File: src/rtl/trigger_pkg.sv
// Shared constants and the per-bit next-state decision type for the trigger bank.
package trigger_pkg;

    localparam int BOTH_HOLD   = 0;
    localparam int BOTH_TOGGLE = 1;
    localparam int BOTH_RESET  = 2;

    typedef enum logic [1:0] {
        HOLD = 2'd0,
        SET  = 2'd1,
        CLR  = 2'd2,
        TOG  = 2'd3
    } trig_action_t;

    // Action taken when a gated AC set and a gated AC reset land on one bit together.
    function automatic trig_action_t both_action(input int mode);
        case (mode)
            BOTH_TOGGLE: return TOG;
            BOTH_RESET:  return CLR;
            default:     return HOLD;
        endcase
    endfunction

endpackage

File: src/rtl/trigger_cell.sv
// One trigger bit: DC levels override gated AC events; registered DC conflict flag.
// Optional registered AC-change pulse when TRIGGER_BANK_EVENT_EN is defined.
module trigger_cell
    import trigger_pkg::*;
#(
    parameter logic INIT_BIT  = 1'b0,
    parameter int   BOTH_MODE = BOTH_TOGGLE
) (
    input  logic i_clk,
    input  logic i_rst_n,
    input  logic i_gs,
    input  logic i_gr,
    input  logic i_dc_set_n,
    input  logic i_dc_reset_n,
`ifdef TRIGGER_BANK_EVENT_EN
    output logic o_event,
`endif
    output logic o_state,
    output logic o_nout,
    output logic o_conflict
);

    trig_action_t action;
    logic         state_d;
    logic         conflict_d;
    logic         dc_active;

    always_comb begin
        action     = HOLD;
        conflict_d = 1'b0;
        dc_active  = 1'b0;
        if (!i_dc_reset_n && !i_dc_set_n) begin
            action     = CLR;
            conflict_d = 1'b1;
            dc_active  = 1'b1;
        end else if (!i_dc_reset_n) begin
            action    = CLR;
            dc_active = 1'b1;
        end else if (!i_dc_set_n) begin
            action    = SET;
            dc_active = 1'b1;
        end else if (i_gs && i_gr) begin
            action = both_action(BOTH_MODE);
        end else if (i_gs) begin
            action = SET;
        end else if (i_gr) begin
            action = CLR;
        end
    end

    always_comb begin
        state_d = o_state;
        case (action)
            SET:     state_d = 1'b1;
            CLR:     state_d = 1'b0;
            TOG:     state_d = ~o_state;
            default: state_d = o_state;
        endcase
    end

    always_ff @(posedge i_clk or negedge i_rst_n) begin
        if (!i_rst_n) begin
            o_state    <= INIT_BIT;
            o_conflict <= 1'b0;
        end else begin
            o_state    <= state_d;
            o_conflict <= conflict_d;
        end
    end

    // Both transistor halves are forced off while the DC inputs fight.
    assign o_nout = o_conflict ? 1'b0 : ~o_state;

`ifdef TRIGGER_BANK_EVENT_EN
    always_ff @(posedge i_clk or negedge i_rst_n) begin
        if (!i_rst_n) begin
            o_event <= 1'b0;
        end else begin
            o_event <= !dc_active && (state_d != o_state);
        end
    end
`else
    logic unused_dc_active;
    assign unused_dc_active = dc_active;
`endif

endmodule

File: src/rtl/trigger_bank.sv
// W-bit bank of SLT-style triggers sharing edge-detected AC set/reset lines.
// Define TRIGGER_BANK_EVENT_EN to add the registered o_event output.
module trigger_bank
    import trigger_pkg::*;
#(
    parameter int           W         = 4,
    parameter logic [W-1:0] INIT      = '0,
    parameter bit           AC_RISING = 1'b1,
    parameter int           BOTH_MODE = BOTH_TOGGLE
) (
    input  logic         i_clk,
    input  logic         i_rst_n,
    input  logic [W-1:0] i_set_gate,
    input  logic [W-1:0] i_reset_gate,
    input  logic         i_ac_set,
    input  logic         i_ac_reset,
    input  logic [W-1:0] i_dc_set_n,
    input  logic [W-1:0] i_dc_reset_n,
`ifdef TRIGGER_BANK_EVENT_EN
    output logic [W-1:0] o_event,
`endif
    output logic [W-1:0] o_out,
    output logic [W-1:0] o_nout,
    output logic [W-1:0] o_conflict
);

    // Idle level of the AC lines; the history resets here so release never fakes an edge.
    localparam logic IDLE = AC_RISING ? 1'b0 : 1'b1;

    logic ac_set_q;
    logic ac_reset_q;
    logic set_ev;
    logic reset_ev;

    always_ff @(posedge i_clk or negedge i_rst_n) begin
        if (!i_rst_n) begin
            ac_set_q   <= IDLE;
            ac_reset_q <= IDLE;
        end else begin
            ac_set_q   <= i_ac_set;
            ac_reset_q <= i_ac_reset;
        end
    end

    assign set_ev   = AC_RISING ? (i_ac_set & ~ac_set_q)     : (~i_ac_set & ac_set_q);
    assign reset_ev = AC_RISING ? (i_ac_reset & ~ac_reset_q) : (~i_ac_reset & ac_reset_q);

    for (genvar b = 0; b < W; b++) begin : g_cell
        trigger_cell #(
            .INIT_BIT  (INIT[b]),
            .BOTH_MODE (BOTH_MODE)
        ) u_cell (
            .i_clk        (i_clk),
            .i_rst_n      (i_rst_n),
            .i_gs         (set_ev & i_set_gate[b]),
            .i_gr         (reset_ev & i_reset_gate[b]),
            .i_dc_set_n   (i_dc_set_n[b]),
            .i_dc_reset_n (i_dc_reset_n[b]),
`ifdef TRIGGER_BANK_EVENT_EN
            .o_event      (o_event[b]),
`endif
            .o_state      (o_out[b]),
            .o_nout       (o_nout[b]),
            .o_conflict   (o_conflict[b])
        );
    end

endmodule

File: config.mk
export PLATFORM = sky130hd
export DESIGN_NAME = trigger_bank
export DESIGN_NICKNAME = d
export VERILOG_FILES = /design/src/rtl/trigger_pkg.sv /design/src/rtl/trigger_cell.sv /design/src/rtl/trigger_bank.sv
export SDC_FILE = /design/constraint.sdc
export NUM_CORES = 1
export LEC_CHECK = 0
export CAP_MARGIN = 25
export CORE_MARGIN = 2
export CORE_UTILIZATION = 31
export DETAILED_ROUTE_END_ITERATION = 10
export MAX_ROUTING_LAYER = met4
export PLACE_DENSITY = 0.8
export SYNTH_ARGS = -nofsm -noshare
export SYNTH_HDL_FRONTEND = slang
export SYNTH_SLANG_ARGS = --single-unit
File: constraint.sdc
create_clock -name i_clk -period 0.8 [get_ports i_clk]
set_input_delay 0.24 -clock i_clk [delete_from_list [all_inputs] [get_ports i_clk]]
set_output_delay 0.24 -clock i_clk [all_outputs]
set_load 0.02 [all_outputs]
==> results of run 1 <==
metrics by stage:
step           util, %  cells  setup slack (ns)  power (mW)
2_1_floorplan        -     52          -0.02621      0.7355
3_5_place_dp     53.16     93           -0.5240      0.9195
6_report         55.90    100           -0.3445       1.366
5_1_grt          55.90    100           -0.3834       1.425
4_1_cts          52.74     97           -0.3487       1.357
3_3_place_gp     53.16     93           -0.4944      0.9128
synth_stat cells (all sizes together):
master / n
a31oi: 4
buf: 12
dfrtp: 10
inv: 8
nand2b: 1
nand3b: 4
nor2: 8
nor2b: 1
o21ai: 4
path summary, 6_finish.rpt:
kind,from,end,slack [ns],cells past startpoint
max in group asynchronous,i_rst_n,g_cell[2].u_cell.o_conflict$_DFF_PN0_,0.40,2
worst min register to register,ac_set_q$_DFF_PN0_,g_cell[1].u_cell.o_state$_DFFE_PN0P_,0.59,3
worst max-delay path,g_cell[1].u_cell.o_state$_DFFE_PN0P_,o_nout[1],-0.34,2
min in group asynchronous,i_rst_n,g_cell[1].u_cell.o_state$_DFFE_PN0P_,0.29,2
worst max register to register,g_cell[3].u_cell.o_state$_DFFE_PN0P_,g_cell[3].u_cell.o_state$_DFFE_PN0P_,-0.22,4
worst min-delay path,i_ac_reset,ac_reset_q$_DFF_PN0_,0.28,1
where the power goes:
part / total (mW) / internal [mW] / switching, mW
clock network: 0.455 / 0.276 / 0.178
logic: 0.354 / 0.211 / 0.142
registers: 0.558 / 0.536 / 0.0217
area by class of cell:
cell class / instances / area, µm² / share of cell area [%]
Timing Repair Buffer: 40 / 372.9 / 44.28
Sequential cell: 10 / 250.2 / 29.72
Multi-Input combinational cell: 22 / 132.6 / 15.75
Clock buffer: 4 / 36.28 / 4.309
Inverter: 8 / 30.03 / 3.566
Tap cell: 16 / 20.02 / 2.377
worst max-delay path: cells and delay by family, from the launching register on:
family / cells / cell delay (ns)
and+or+nand+nor: 1 / 0.09
DFF: 1 / 0.40
buffers and inverters: 1 / 0.14
sequential cells by signal, summed over array words and instances (netlist names):
signal / count
g_cell.u_cell.o_conflict: 4
ac_reset_q: 1
g_cell.u_cell.o_state: 4
ac_set_q: 1
metal layers:
layer  share of wire, %  global-route usage, %  vias up  wire length, µm
li1                   -                      -      219                -
met2                 47                  20.59       24              512
met1                 41                  15.46      188              449
met3                9.6                  2.041        4              106
met4                2.7                  9.091        0               30
met5                  0                      -        -                0
cells by family after synthesis:
kind of cell	Yosys count	share of synthesized area [%]
compound gates	8	8.955
flops	10	49.75
buf+inv	20	23.88
simple gates	14	17.41
what timing repair did:
| action | 4_1_cts | 5_1_grt |
|---|---|---|
| resized for setup | 60 | 8 |
| buffers inserted | 1 | 3 |
| hold endpoints to repair | 0 | 0 |
| endpoints found under the setup margin | 16 | 16 |
| pin swaps | 4 | 0 |
==> summary by stage, run 1 <==
Outcome
The run finished, with violations left. The checks that failed: negative setup slack.

Worst setup path
Traced cell by cell, the critical path runs through nor2_1 -> buf_4. The nature of the critical path endpoint is an output port. The highest cell delay on the worst timing path is 0.40 ns. STA puts the critical path data required time at 0.56 ns.

Along the worst path, the maximum fanout reaches 3. The highest-delay cell along the critical path is dfrtp_1. The critical path class is reg -> out. The data arrival time of the critical path is 0.90 ns. The kind of launch point of the worst setup path is a flop.

Final layout
The cell area after layout is 842.1 µm². The layout overhead on the synthesized area is 67.41%. Leaving out fill and tap cells, the most frequent cells in the layout are clkdlybuf4s50_1 (17), buf_4 (11), dfrtp_1 (10), nor2_1 (8), inv_1 (8). The share of final-layout standard cells stronger than drive strength 1 is 32.14%. The net count of the finished layout is 105. The number of diodes added for antenna fixing is 0. The commonest non-fill, non-tap cell in the layout is clkdlybuf4s50_1.

After filler insertion, the fill cell instance count of the layout stands at 137.

Die
In this run the standard cell core region covers 0.001506 mm². The width of the die is 44.28 µm. The floorplan has 14 rows. The initial core utilization is 33.39%.

The die height is 44.28 µm. In this run the count of I/O pins placed on the die edge is 32. The full die area is 0.001961 mm².

Logic synthesis
The Yosys step of the flow raised 0 warnings. The synthesized flop and latch total is 10. The synthesized area is 503.0 µm². In this run, distinct cell masters in the synthesized netlist total 9. In the post-synthesis netlist, the biggest area contributors are dfrtp_1 (50%), buf_4 (18%), inv_1 (6.0%). Of the synthesized area, sequential elements account for 49.75%.

dfrtp_1 takes more of the synthesized area than any other cell. The synthesized area per cell is 9.673 µm². Synthesis produced 52 cells. In this run the biggest area consumer among cell types represents 49.75% of the synthesized area. The number of nets in the synthesized netlist is 72.

Timing
Headroom to the max-slew limit came out at 90.22%. The count of final hold-check violations came to 0. The final worst-path cycle share is 143.1%. The minimum clock period is 1.145 ns. Setup repair after global routing could not meet its margin everywhere. Across all setup checks in the final design, the least slack found is -0.3445 ns. The setup TNS is -3.980 ns.

The number of pins exceeding their max-slew limit in the final report is 0. The final setup violation count is 16. The actual transition at the worst max-transition pin is 0.1460 ns.

Derived from the worst setup path, the maximum achievable clock frequency is 873.7 MHz. The final hold slack is 0.2835 ns. The clock arrives with 0.005031 ns of skew.

Clocking
TritonCTS built the clock tree. The maximum buffer depth of the clock tree is 2. Hold repair after CTS inserted 0 buffers. The clock-pin slew on the worst setup and hold paths is 0.07 ns. The clock reaches the later pin of the worst-skew pair after 0.27 ns. The clock net in this run drives a total of 10 sinks. In this run the number of H-tree levels came out at 1. In this run the clock root is driven by a clkbuf_4. The number of CTS-inserted buffers is 3.

Detailed routing
The first routing iteration left 0 violations. Summed over all layers, the routed wires come to 1099 µm. For this run, the detailed router's first-pass iteration total came to 1. In the routed layout, each cell is associated on average with a via count of 4.350. The routed layout has 435 vias. The detail route stage leaves a number of antenna-violating nets equal to 0.

The average wire per standard cell is 10.99 µm. In the routed design, unresolved DRC markers number 0.

Placed design
The routability-driven placement congestion ratio is 0.6846. Summing all placed instances gives a cell area of 800.8 µm². Buffers placed on the I/O ports in this run total 31. Detailed placement finished with a half-perimeter wire length of 852.2 µm.

Pwr
Dividing total power by cell area gives a power density of 1622 mW/mm². In this run the static leakage power is 0.4233 nW. Across the VDD grid, the largest voltage drop is 0.7091 mV.

Global route
The number of antenna violations at the first check in global routing is 0. The combined global-route utilization of all metal layers is 13.18%. Summed over all layers, the global routing overflow is 0. The first-pass GRT wire length is 1766 µm.

Entering global routing, the biggest net connects 11 pins. The via count of the first global-routing pass is 403.

Min path
The tightest min-delay check is of the in -> reg type.

Flow run
Max-cap violations in this run came to 0.
Note: power is estimated with default switching activity, not from simulation.
==> run 2: changes to the inputs <==
- MAX_ROUTING_LAYER: met4 -> unset
- SKIP_CTS_REPAIR_TIMING: unset -> 1
==> summary by stage, run 2 (synthesized netlist as in run 1, its figures left out) <==
Timing
The max-slew headroom at the worst pin is 85.23%. Of the available clock period, the critical path in the final layout requires 143.1%. Setup repair after global routing could not meet its margin everywhere. The final setup violation count is 16. Once routing completed, OpenROAD measured the worst setup slack at -0.3450 ns.

The final hold slack is 0.1786 ns. At the pin with the least slew margin, the transition time is 0.2213 ns. The maximum operating frequency is 873.4 MHz. Counting I/O delays and the setup requirement, the final critical path takes 1.145 ns. The number of pins exceeding their max-slew limit in the final report is 0. The count of final hold-check violations is 0.

On the final layout, the worst clock skew is 0.005271 ns.

Placed design
The half-perimeter wire length of the detailed placement result is 852.2 µm. The routability-driven placement congestion ratio is 0.6778. The number of placed instances, taps included, is 93. The number of I/O port buffers is 31.

Timing analysis after detailed placement gives a worst setup slack of -0.5240 ns.

Final layout
The non-filler instance count after layout is 98. The largest registers in the layout are g_cell.u_cell.o_conflict x4, g_cell.u_cell.o_state x4. The share of final-layout standard cells stronger than drive strength 1 is 29.27%. The filler cells instantiated in the layout total 137. The commonest non-fill, non-tap cell in the layout is clkdlybuf4s50_1. The number of diodes added for antenna fixing is 0. Leaving out fill and tap cells, the most frequent cells in the layout are clkdlybuf4s50_1 (17), dfrtp_1 (10), buf_4 (10), nor2_1 (8), inv_1 (8). At the end of the flow, the number of nets in the layout was 103. The layout overhead on the synthesized area is 62.94%.

Global route
In the global route stage, overall resource usage came out at 12.53%. The met1 usage is 14.69%. Global routing consumed, on the met2 layer, 20.29% of the routing resources. The via count of the first global-routing pass is 397.

Entering global routing, the biggest net connects 11 pins. The layer with the highest usage is met2. The number of antenna violations at the first check in global routing was 0. The first-pass GRT wire length is 1718 µm. The total global routing overflow is 0. For met3 alone, demand over resource in global routing was 2.449%.

Worst setup path
The worst register-to-register path ends at g_cell[1].u_cell.o_state$_DFFE_PN0P_. The critical path class is reg -> out. The largest individual stage delay along the critical path comes from the cell dfrtp_1. The nature of the critical path endpoint is an output port. The launch instance of the worst register-to-register path is g_cell[1].u_cell.o_state$_DFFE_PN0P_.

The sum of buffers and inverters on the critical path is 1. The family with the most delay on the worst path is flip-flops. The worst reg-to-reg setup slack is -0.20 ns. Walking the worst path, the cells encountered are nor2_1 -> buf_4. Data on the critical path is required at its endpoint by 0.56 ns.

The critical-path maximum fanout is 3. The number of cells traversed by the worst register-to-register path is 4. The data arrival time of the critical path is 0.90 ns. On the worst path, the slowest cell contributes a delay of 0.41 ns. The source of the critical timing path is g_cell[1].u_cell.o_state$_DFFE_PN0P_. The kind of launch point of the worst setup path is a flop.

Die
During I/O placement, the number of pins put on the boundary was 32. The die height is 44.28 µm. For this configuration, the core starts out at a cell density of 33.39%.

The die is 44.28 µm wide. The full die area is 0.001961 mm². The area of the placeable core is 0.001506 mm². The floorplan has 14 rows.

Clocking
The number of CTS-inserted buffers is 3. In this run the clock root is driven by a clkbuf_4. The clock latency reported for the late side of the worst-skew pair is 0.27 ns. The H-tree depth is 1.

The maximum buffer depth of the clock tree is 2. TritonCTS built the clock tree. The clock-pin slew on the worst setup and hold paths is 0.07 ns. Counting every sink on the clock net gives 10.

Detailed routing
The average wire per standard cell is 11.08 µm. For this run, the detailed router's first-pass iteration total came to 1. Summed over all layers, the routed wires come to 1086 µm. After the first detailed-routing iteration, the DRC count stood at 0. In this run the remaining antenna-violating nets after routing total 0. The per-cell via count in the routed design is 4.398. The number of vias in the routed layout is 431. In the routed design, unresolved DRC markers number 0.

Pwr
The portion of total power attributed to the clock network is 33.7%. Internal power comes to 1.008 mW. The switching power total is 0.3351 mW. The total power is 1.343 mW. The sequential cell fraction of total power is 41.4%. The switching portion of total power is 24.94%. The combinational cell fraction of total power is 24.9%. For this design the static power due to leakage is 0.4346 nW. The largest vdd supply drop is 0.7052 mV. The power density over the cells is 1639 mW/mm².

Outcome
The flow ran to the end, but the final reports show violations. The checks that failed: negative setup slack.

Min path
The worst hold endpoint is ac_reset_q$_DFF_PN0_. In this run the worst hold path is classified as in -> reg. In this run the most critical hold path is launched from i_ac_reset. The count of cells along the worst hold path is 1.

Flow run
The reported max-cap violation count is 0.
## run 2: cell types whose count changed in the layout (fill, tap and decap cells not counted), sizes merged
cell / previous run / this run
dlymetal6s2s: 0 / 3
clkbuf: 4 / 6
dlygate4sd2: 2 / 0
buf: 21 / 16
## run 2: per-stage QoR
step                      utilization (%)  cell area [µm²]  TNS (ns)
after floorplan                         -            503.0   -0.1659
after global placement              53.16            800.8    -7.340
after detailed placement            53.16            800.8    -7.519
after CTS                           55.56            837.1    -9.496
after global routing                54.40            819.5    -4.350
final                               54.40            819.5    -3.802
## run 2: power groups by stage
| stage | combinational [mW] | clock [mW] | sequential (mW) |
|---|---|---|---|
| after floorplan | 0.174 | 0 | 0.562 |
| after global placement | 0.350 | 0 | 0.563 |
| after detailed placement | 0.354 | 0 | 0.565 |
| after CTS | 0.355 | 0.473 | 0.556 |
| after global routing | 0.362 | 0.481 | 0.559 |
| final | 0.335 | 0.453 | 0.556 |
## run 2: final cells by class
cell class	count	area (µm²)	area share, %
timing repair buffer	38	350.3	42.75
multi-input combinational	22	132.6	16.18
inverter	8	30.03	3.664
sequential	10	250.2	30.53
tap	16	20.02	2.443
clock buffer	4	36.28	4.427
## run 2: worst max path at each step
| stage | to | slack, ns | cells past startpoint |
|---|---|---|---|
| 6_report | o_nout[1] | -0.34 | 2 |
| 5_1_grt | o_nout[1] | -0.38 | 2 |
| 4_1_cts | o_nout[3] | -0.82 | 2 |
| 3_5_place_dp | o_nout[3] | -0.52 | 2 |
| 3_3_place_gp | o_nout[1] | -0.49 | 2 |
| 2_1_floorplan | o_nout[0] | -0.03 | 2 |
## run 2: layer usage
metal,vias up,part of all wire [%]
met2,24,46
met3,4,9.6
met4,0,2.8
met5,-,0
met1,188,42
li1,215,-
==> run 3: changes to the inputs <==
- SKIP_LAST_GASP: unset -> 1
==> summary by stage, run 3 (synthesized netlist as in run 1, its figures left out) <==
Outcome
The run finished, with violations left. The checks that failed: negative setup slack.

Timing
On the final layout, the worst clock skew is 0.005233 ns. The actual transition at the worst max-transition pin is 0.2213 ns. In the post-route analysis, the smallest setup slack over all paths is -0.3450 ns. The count of final hold-check violations was 0.

The maximum operating frequency is 873.4 MHz. Setup repair after global routing could not meet its margin everywhere. The worst path in the final design needs a cycle of 1.145 ns, including I/O delays and setup. Setup total negative slack on the finished layout was measured at -3.809 ns. The max-slew headroom at the worst pin is 85.23%. Setup violations remaining at the end of the flow were counted as 16. The final hold slack is 0.1785 ns. The final critical path takes up 143.1% of the cycle. The number of pins exceeding their max-slew limit in the final report is 0.

Min path
The path type of the worst min-delay path is in -> reg. In this run the most critical hold path is launched from i_ac_reset.

Global route
The pin count of the biggest net entering global routing is 11. The first-pass GRT wire length is 1718 µm. The number of antenna violations at the first check in global routing is 0. The combined global-route utilization of all metal layers is 12.53%.

Summed over all layers, the global routing overflow is 0. The via count of the first global-routing pass is 397.

Die
During I/O placement, the number of pins put on the boundary was 32. For this configuration, the core starts out at a cell density of 33.39%. The full die area is 0.001961 mm². The number of core rows is 14. After floorplanning, the core was sized to cover 0.001506 mm². The die height is 44.28 µm. The die is 44.28 µm wide.

Pwr
The largest vdd supply drop is 0.7051 mV. The analysis attributes to cell leakage a power of 0.4343 nW. The sequential cell fraction of total power is 41.4%. Of the total power, the share spent switching nets is 24.98%. The combinational cell fraction of total power is 24.9%. Per report_power, the clock group accounts for 33.7% of the total.

The internal power of the cells totals 1.008 mW. The power density over the cells is 1640 mW/mm². The switching power total is 0.3356 mW.

Detailed routing
The met3 wire length is 104 µm. In the final routed layout, each cell accounts on average for 11.09 µm. Using the TritonRoute via totals, the vias-per-cell ratio works out to 4.398. In the routed design, unresolved DRC markers number 0. The initial detailed-routing violation count is 0. The detailed router put a total of 454 µm of wire on met1. The met2 wirelength from detailed routing is 498 µm. In this run the remaining antenna-violating nets after routing total 0. Summed over all layers, the routed wires come to 1087 µm. The number of vias in the routed layout is 431. Signal routing reaches up to met4. The number of optimization iterations in the first detailed-route pass is 1.

Worst setup path
The highest-delay cell along the critical path is dfrtp_1. The sum of buffers and inverters on the critical path is 1. In this design, the stage delay of the slowest critical-path cell is 0.41 ns.

The worst register-to-register path begins at g_cell[1].u_cell.o_state$_DFFE_PN0P_. The critical-path maximum fanout is 3. For the worst setup path, the data required time is 0.56 ns. The source of the critical timing path is g_cell[1].u_cell.o_state$_DFFE_PN0P_.

The worst setup path is of the reg -> out kind. At the worst endpoint, the arrival time is 0.90 ns. The critical path goes through nor2_1 -> buf_4. The worst setup path is captured at an output port. The family with the most delay on the worst path is flip-flops. STA classifies the critical path startpoint as a flop.

Clocking
The tree built by TritonCTS fans out to 10 sinks. The number of CTS-inserted buffers is 3. Counting along the longest clock path gives a buffer depth of 2. The cell at the root of the clock tree is clkbuf_4. The clock-pin slew on the worst setup and hold paths is 0.07 ns.

In this run the number of H-tree levels came out at 1. TritonCTS built the clock tree. The clock latency reported for the late side of the worst-skew pair is 0.27 ns.

Final layout
The number of diodes added for antenna fixing is 0. The final-layout fill cell count is 137. In the final layout, the registers with the most flip-flops are g_cell.u_cell.o_conflict x4, g_cell.u_cell.o_state x4.

The commonest non-fill, non-tap cell in the layout is clkdlybuf4s50_1. The share of final-layout standard cells stronger than drive strength 1 is 29.27%. The net count of the finished layout is 103. The area growth from synthesis to layout is 62.94%. Leaving out fill and tap cells, the most frequent cells in the layout are clkdlybuf4s50_1 (17), dfrtp_1 (10), buf_4 (10), nor2_1 (8), inv_1 (8).

Placed design
The number of I/O port buffers is 31. The routability-driven placement congestion ratio is 0.6778. The half-perimeter wire length of the detailed placement result is 852.2 µm.

Flow run
The reported max-cap violation count is 0.
## run 3: layer usage
layer | vias up | track usage, %
met5 | - | 0
met1 | 188 | 14.69
met2 | 24 | 20.29
li1 | 215 | -
met3 | 4 | 2.449
met4 | 0 | 9.091
## run 3: power by group through the flow
stage | logic, mW | clock network [mW] | registers, mW
after floorplan | 0.174 | 0 | 0.562
after global placement | 0.350 | 0 | 0.563
after detailed placement | 0.354 | 0 | 0.565
after CTS | 0.355 | 0.473 | 0.556
after global routing | 0.362 | 0.481 | 0.559
final | 0.335 | 0.453 | 0.556
## run 3: through the flow
stage                     utilization (%)  instances  total power [mW]  cell area (µm²)  setup slack [ns]
after CTS                           55.56         97             1.384            837.1           -0.8200
after global placement              53.16         93            0.9128            800.8           -0.4944
final                               54.40         98             1.344            819.5           -0.3450
after floorplan                         -         52            0.7355            503.0          -0.02621
after global routing                54.40         98             1.402            819.5           -0.3781
after detailed placement            53.16         93            0.9195            800.8           -0.5240
## run 3: layout make-up
| cell class | instances | area (µm²) | area share (%) |
|---|---|---|---|
| clock buffer | 4 | 36.28 | 4.427 |
| sequential | 10 | 250.2 | 30.53 |
| multi-input combinational | 22 | 132.6 | 16.18 |
| timing repair buffer | 38 | 350.3 | 42.75 |
| inverter | 8 | 30.03 | 3.664 |
| tap | 16 | 20.02 | 2.443 |
## run 3: worst paths after layout
path	end	slack, ns	cells after the start
hold / removal	ac_reset_q$_DFF_PN0_	0.18	1
setup reg to reg	g_cell[1].u_cell.o_state$_DFFE_PN0P_	-0.20	4
min in group asynchronous	g_cell[1].u_cell.o_state$_DFFE_PN0P_	0.30	2
setup / recovery	o_nout[1]	-0.34	2
max in group asynchronous	g_cell[2].u_cell.o_conflict$_DFF_PN0_	0.40	2
hold reg to reg	g_cell[1].u_cell.o_state$_DFFE_PN0P_	0.59	3
==> RTL edit 1: new RTL, flow settings as in run 3 <==
Set the parameter `AC_RISING` to 1'b0 (it was 1'b1).
--- a/src/rtl/trigger_bank.sv
+++ b/src/rtl/trigger_bank.sv
@@ -6,5 +6,5 @@
     parameter int           W         = 4,
     parameter logic [W-1:0] INIT      = '0,
-    parameter bit           AC_RISING = 1'b1,
+    parameter bit           AC_RISING = 1'b0,
     parameter int           BOTH_MODE = BOTH_TOGGLE
 ) (
Behaviour: not the same (Yosys sat finds a counterexample within 4 cycles, from zero or initial values and one cycle with i_rst_n low).
==> RTL edit 1 against run 3 <==
The flow still finishes with violations (negative setup slack). Synthesized area increased by 0.50%. Setup slack got worse by 0.020 ns. Sequential share of layout area grew 0.072 points. Critical endpoint is now o_nout[3]. Sequential cell count unchanged. Design area up 0.76%. Non-clock buffer count stayed put. Largest power group unchanged. Total power fell by 5.7%. Routed wire length down 1.1%.
==> RTL edit 1: results (changes against run 3) <==
run_status:
  status: "finished, violations left"  # unchanged
  violations: "negative setup slack"  # unchanged
logic_synthesis:
  synth_area_leaders: "dfrtp_1 (40%), buf_4 (18%), dfstp_2 (10%)"  # was dfrtp_1 (50%), buf_4 (18%), inv_1 (6.0%)
  yosysUniqueCellTypes: 10  # was 9
  yosys-top-cells-count: "buf_4 (12), dfrtp_1 (8), inv_1 (8), nor2_1 (8)"  # was buf_4 (12), dfrtp_1 (10), inv_1 (8), nor2_1 (8)
  syn_avg_cell_area_um2: 9.72  # was 9.67 µm²
  synth_compound_area_frac: 0.0891  # was 0.0896
  synth_seq_area_share: 0.500  # was 0.498
  synth_top_cell_area_share: 0.396  # was 0.498
finish:
  layout-drive-gt1-share: 0.305  # was 0.293
  nNetsFinal: 103  # unchanged
  fillCellCount: 146  # was 137
hold_path:
  hold_class: "input port to async pin"  # was input port to register
global_route:
  grt.met1_usage: 0.136  # was 0.147
  grt_pass1_wl_um: 1790  # was 1720 µm
  grt_use_met2: 0.224  # was 0.203
  grt.met3_usage: 0.0612  # was 0.0245
  track_usage: 0.130  # was 0.125
  grt_pass1_vias: 436  # was 397
  grt_max_degree: 7  # was 11
critical_path:
  reg2reg_to: "g_cell[2].u_cell.o_state$_DFFE_PN0P_"  # was g_cell[1].u_cell.o_state$_DFFE_PN0P_
  crit_arrival_ns: 0.93  # was 0.90 ns
  reg2reg_setup_slack_ns: -0.22  # was -0.20 ns
  cp-startpoint: "g_cell[3].u_cell.o_state$_DFFE_PN0P_"  # was g_cell[1].u_cell.o_state$_DFFE_PN0P_
  crit_end: "o_nout[3]"  # was o_nout[1]
  path_max_fanout: 4  # was 3
  r2r-start: "g_cell[2].u_cell.o_state$_DFFE_PN0P_"  # was g_cell[1].u_cell.o_state$_DFFE_PN0P_
route:
  first_pass_iters: 3  # was 1
  drt_iter0_drc: 3  # was 0
  num_vias: 427  # was 431
  avgRoutedWirePerCell_um: 11.0  # was 11.1 µm
power_and_ir_drop:
  sw_frac_of_total: 0.258  # was 0.250
  ir_worst_vdd_uv: 717  # was 705 µV
  leakagePower_uw: 0.000411  # was 0.000434 µW
place:
  dp.cells: 93  # unchanged
  port_buffers: 31  # unchanged
  place.gp.congestion: 0.686  # was 0.678
sta:
  setup_viol: 16  # unchanged
  fin_ws_ns: -0.365  # was -0.345 ns
  skew_ns: 0.00982  # was 0.00523 ns
  slew_headroom: 0.844  # was 0.852
clocking:
  htreeDepth: 1  # unchanged
[RTL edit 1: layout make-up]
| class | instances | area, µm² | share of cell area |
|---|---|---|---|
| clock buffers | 4 | 26.3 | 0.0318 |
| well taps | 16 | 20.0 | 0.0242 |
| multi-input cells | 22 | 133 | 0.161 |
| repair buffers | 38 | 364 | 0.441 |
| inverters | 8 | 30.0 | 0.0364 |
| flip-flops and latches | 10 | 253 | 0.306 |
[RTL edit 1: worst min path at each step]
stage / startpoint / end / slack [ns] / cells past startpoint
after detailed placement: g_cell[3].u_cell.o_state$_DFFE_PN0P_ / g_cell[3].u_cell.o_state$_DFFE_PN0P_ / 0.59 / 2
after floorplan: i_rst_n / g_cell[0].u_cell.o_conflict$_DFF_PN0_ / -0.06 / 0
after global routing: i_ac_reset / ac_reset_q$_DFF_PN1_ / 0.41 / 1
after CTS: i_rst_n / g_cell[1].u_cell.o_state$_DFFE_PN0P_ / 0.39 / 2
final: i_rst_n / g_cell[1].u_cell.o_state$_DFFE_PN0P_ / 0.38 / 2
after global placement: g_cell[3].u_cell.o_state$_DFFE_PN0P_ / g_cell[3].u_cell.o_state$_DFFE_PN0P_ / 0.57 / 2
[RTL edit 1: worst max-delay path: cells and delay by family, from the launching register on]
family / cells / cell delay, ns
flops: 1 / 0.41
buf+inv: 1 / 0.15
simple gates: 1 / 0.11
[RTL edit 1: layer usage]
metal	wire (µm)	part of all wire
met5	0	0
met4	7	0.0065
met3	125	0.12
met2	524	0.49
met1	417	0.39
[RTL edit 1: logic make-up (layout without fill, tap and decap cells)]
family / after synthesis / in the layout
DFF: 10 / 10
AOI/OAI and AO/OA: 8 / 8
buffers and inverters: 20 / 50
and+or+nand+nor: 14 / 14
[RTL edit 1: power groups by stage]
stage	combinational (µW)	sequential (µW)	clock, µW
after CTS	349	561	374
final	346	565	355
after floorplan	176	566	0
after global routing	371	569	390
after detailed placement	348	570	0
after global placement	342	567	0
[RTL edit 1: through the flow]
stage,cell area (µm²),setup WS (ns),setup TNS (ns)
after floorplan,505,-0.103,-0.527
after detailed placement,791,-0.541,-7.21
after global placement,791,-0.499,-6.89
after global routing,826,-0.410,-4.85
after CTS,817,-0.837,-9.46
final,826,-0.365,-4.10
==> RTL edit 2: new RTL, settings of run 3 <==
Without the edit above. Put a register stage on the output `o_conflict`, without a reset. The value now appears one clock later. The other outputs are not delayed to match.
--- a/src/rtl/trigger_bank.sv
+++ b/src/rtl/trigger_bank.sv
@@ -27,4 +27,6 @@
     // Idle level of the AC lines; the history resets here so release never fakes an edge.
     localparam logic IDLE = AC_RISING ? 1'b0 : 1'b1;
+
+    logic [W-1:0] o_conflict_d;
 
     logic ac_set_q;
@@ -62,6 +64,10 @@
             .o_state      (o_out[b]),
             .o_nout       (o_nout[b]),
-            .o_conflict   (o_conflict[b])
+            .o_conflict   (o_conflict_d[b])
         );
+    end
+
+    always_ff @(posedge i_clk) begin
+        o_conflict <= o_conflict_d;
     end
 
Check against the original RTL: not equivalent (Yosys sat finds a counterexample within 4 cycles, from zero or initial values and one cycle with i_rst_n low).
==> RTL edit 2 against run 3 <==
The run still ends with negative setup slack left. Routed wire length increased by 7.3%. Total power increased by 10%. Sequential cell count increased by 4. Fmax decreased by 3.2%. Design area increased by 13%. Setup slack got worse by 0.038 ns. Cell count increased by 12%. Synthesized area increased by 10%.
==> RTL edit 2: results (changes against run 3) <==
route:
  first_pass_iters: 4  # was 1
  num_vias: 447  # was 431
  avgRoutedWirePerCell_um: 10.6  # was 11.1 µm
  drt_iter0_drc: 2  # was 0
logic_synthesis:
  synth_seq_area_share: 0.597  # was 0.498
  yosysUniqueCellTypes: 10  # was 9
  yosys-top-cells-count: "dfrtp_1 (10), buf_4 (8), inv_1 (8), nor2_1 (8)"  # was buf_4 (12), dfrtp_1 (10), inv_1 (8), nor2_1 (8)
  synth_area_leaders: "dfrtp_1 (45%), dfxtp_1 (14%), buf_4 (11%)"  # was dfrtp_1 (50%), buf_4 (18%), inv_1 (6.0%)
  async_reset_ff_frac: 0.714  # was 1.00
global_route:
  grt_pass1_wl_um: 1600  # was 1720 µm
  track_usage: 0.113  # was 0.125
  grt_pass1_vias: 419  # was 397
sta:
  tns_ns: -3.58  # was -3.81 ns
  tightest_slew_ns: 0.223  # was 0.221 ns
  whs_ns: 0.183  # was 0.179 ns
  setup_viol: 16  # unchanged
  skew_ns: 0.00235  # was 0.00523 ns
  fin_ws_ns: -0.383  # was -0.345 ns
critical_path:
  reg2reg_to: "g_cell[0].u_cell.o_state$_DFFE_PN0P_"  # was g_cell[1].u_cell.o_state$_DFFE_PN0P_
  r2r-start: "g_cell[0].u_cell.o_state$_DFFE_PN0P_"  # was g_cell[1].u_cell.o_state$_DFFE_PN0P_
  crit_arrival_ns: 0.94  # was 0.90 ns
run_status:
  status: "finished, violations left"  # unchanged
  violations: "negative setup slack"  # unchanged
place:
  place_ws_ns: -0.527  # was -0.524 ns
  place.gp.congestion: 0.697  # was 0.678
power_and_ir_drop:
  leakagePower_uw: 0.000469  # was 0.000434 µW
  ir_worst_vdd_uv: 642  # was 705 µV
finish:
  reg_top3: "g_cell.u_cell.o_conflict (4), g_cell.u_cell.o_state (4), o_conflict (4)"  # was g_cell.u_cell.o_conflict (4), g_cell.u_cell.o_state (4)
  fillCellCount: 158  # was 137
  nNetsFinal: 107  # was 103
-- RTL edit 2: cell count changes after synthesis --
cell            run 3  this run
buf_4              12         8
dfxtp_1             0         4
-- RTL edit 2: worst max-delay path, stage by stage, from the launching register on --
cell     delay (ns)
dfrtp_1        0.42
nor2_1         0.11
buf_4          0.15
-- RTL edit 2: cell families after synthesis --
kind of cell	count (synthesis)	share of synthesized area
AO/OA/AOI/OAI	8	0.0814
buffers and inverters	16	0.163
flip-flops	14	0.597
AND/OR/NAND/NOR	14	0.158
-- RTL edit 2: per-stage QoR --
stage           util  instances  cell area (µm²)
2_1_floorplan      -         52              553
3_3_place_gp   0.522        106              892
3_5_place_dp   0.522        106              892
4_1_cts        0.536        109              915
5_1_grt        0.544        110              928
6_report       0.544        110              928
-- RTL edit 2: report_power, final --
group / total [µW] / switching (µW) / internal [µW]
sequential: 773 / 25.6 / 747
combinational: 350 / 140 / 210
clock: 360 / 186 / 174
total: 1480 / 352 / 1130
-- RTL edit 2: final cells by class --
class | count | area (µm²) | share of cell area
repair buffers | 38 | 377 | 0.406
flip-flops and latches | 14 | 335 | 0.361
multi-input cells | 22 | 133 | 0.143
well taps | 25 | 31.3 | 0.0337
inverters | 8 | 30.0 | 0.0323
clock buffers | 3 | 22.5 | 0.0243
-- RTL edit 2: worst max path at each step --
stage | from | end | slack [ns]
final | g_cell[1].u_cell.o_state$_DFFE_PN0P_ | o_nout[1] | -0.38
after global routing | g_cell[1].u_cell.o_state$_DFFE_PN0P_ | o_nout[1] | -0.41
after CTS | g_cell[0].u_cell.o_state$_DFFE_PN0P_ | o_nout[0] | -0.82
after detailed placement | g_cell[1].u_cell.o_state$_DFFE_PN0P_ | o_nout[1] | -0.53
after global placement | g_cell[0].u_cell.o_state$_DFFE_PN0P_ | o_nout[0] | -0.50
after floorplan | g_cell[0].u_cell.o_state$_DFFE_PN0P_ | o_nout[0] | -0.03
-- RTL edit 2: routing by layer --
layer / vias up / global-route usage / wire length [µm]
met1: 199 / 0.0978 / 463
li1: 226 / - / -
met4: 0 / 0.0857 / 14
met2: 20 / 0.211 / 593
met5: - / 0 / 0
met3: 2 / 0.0314 / 95
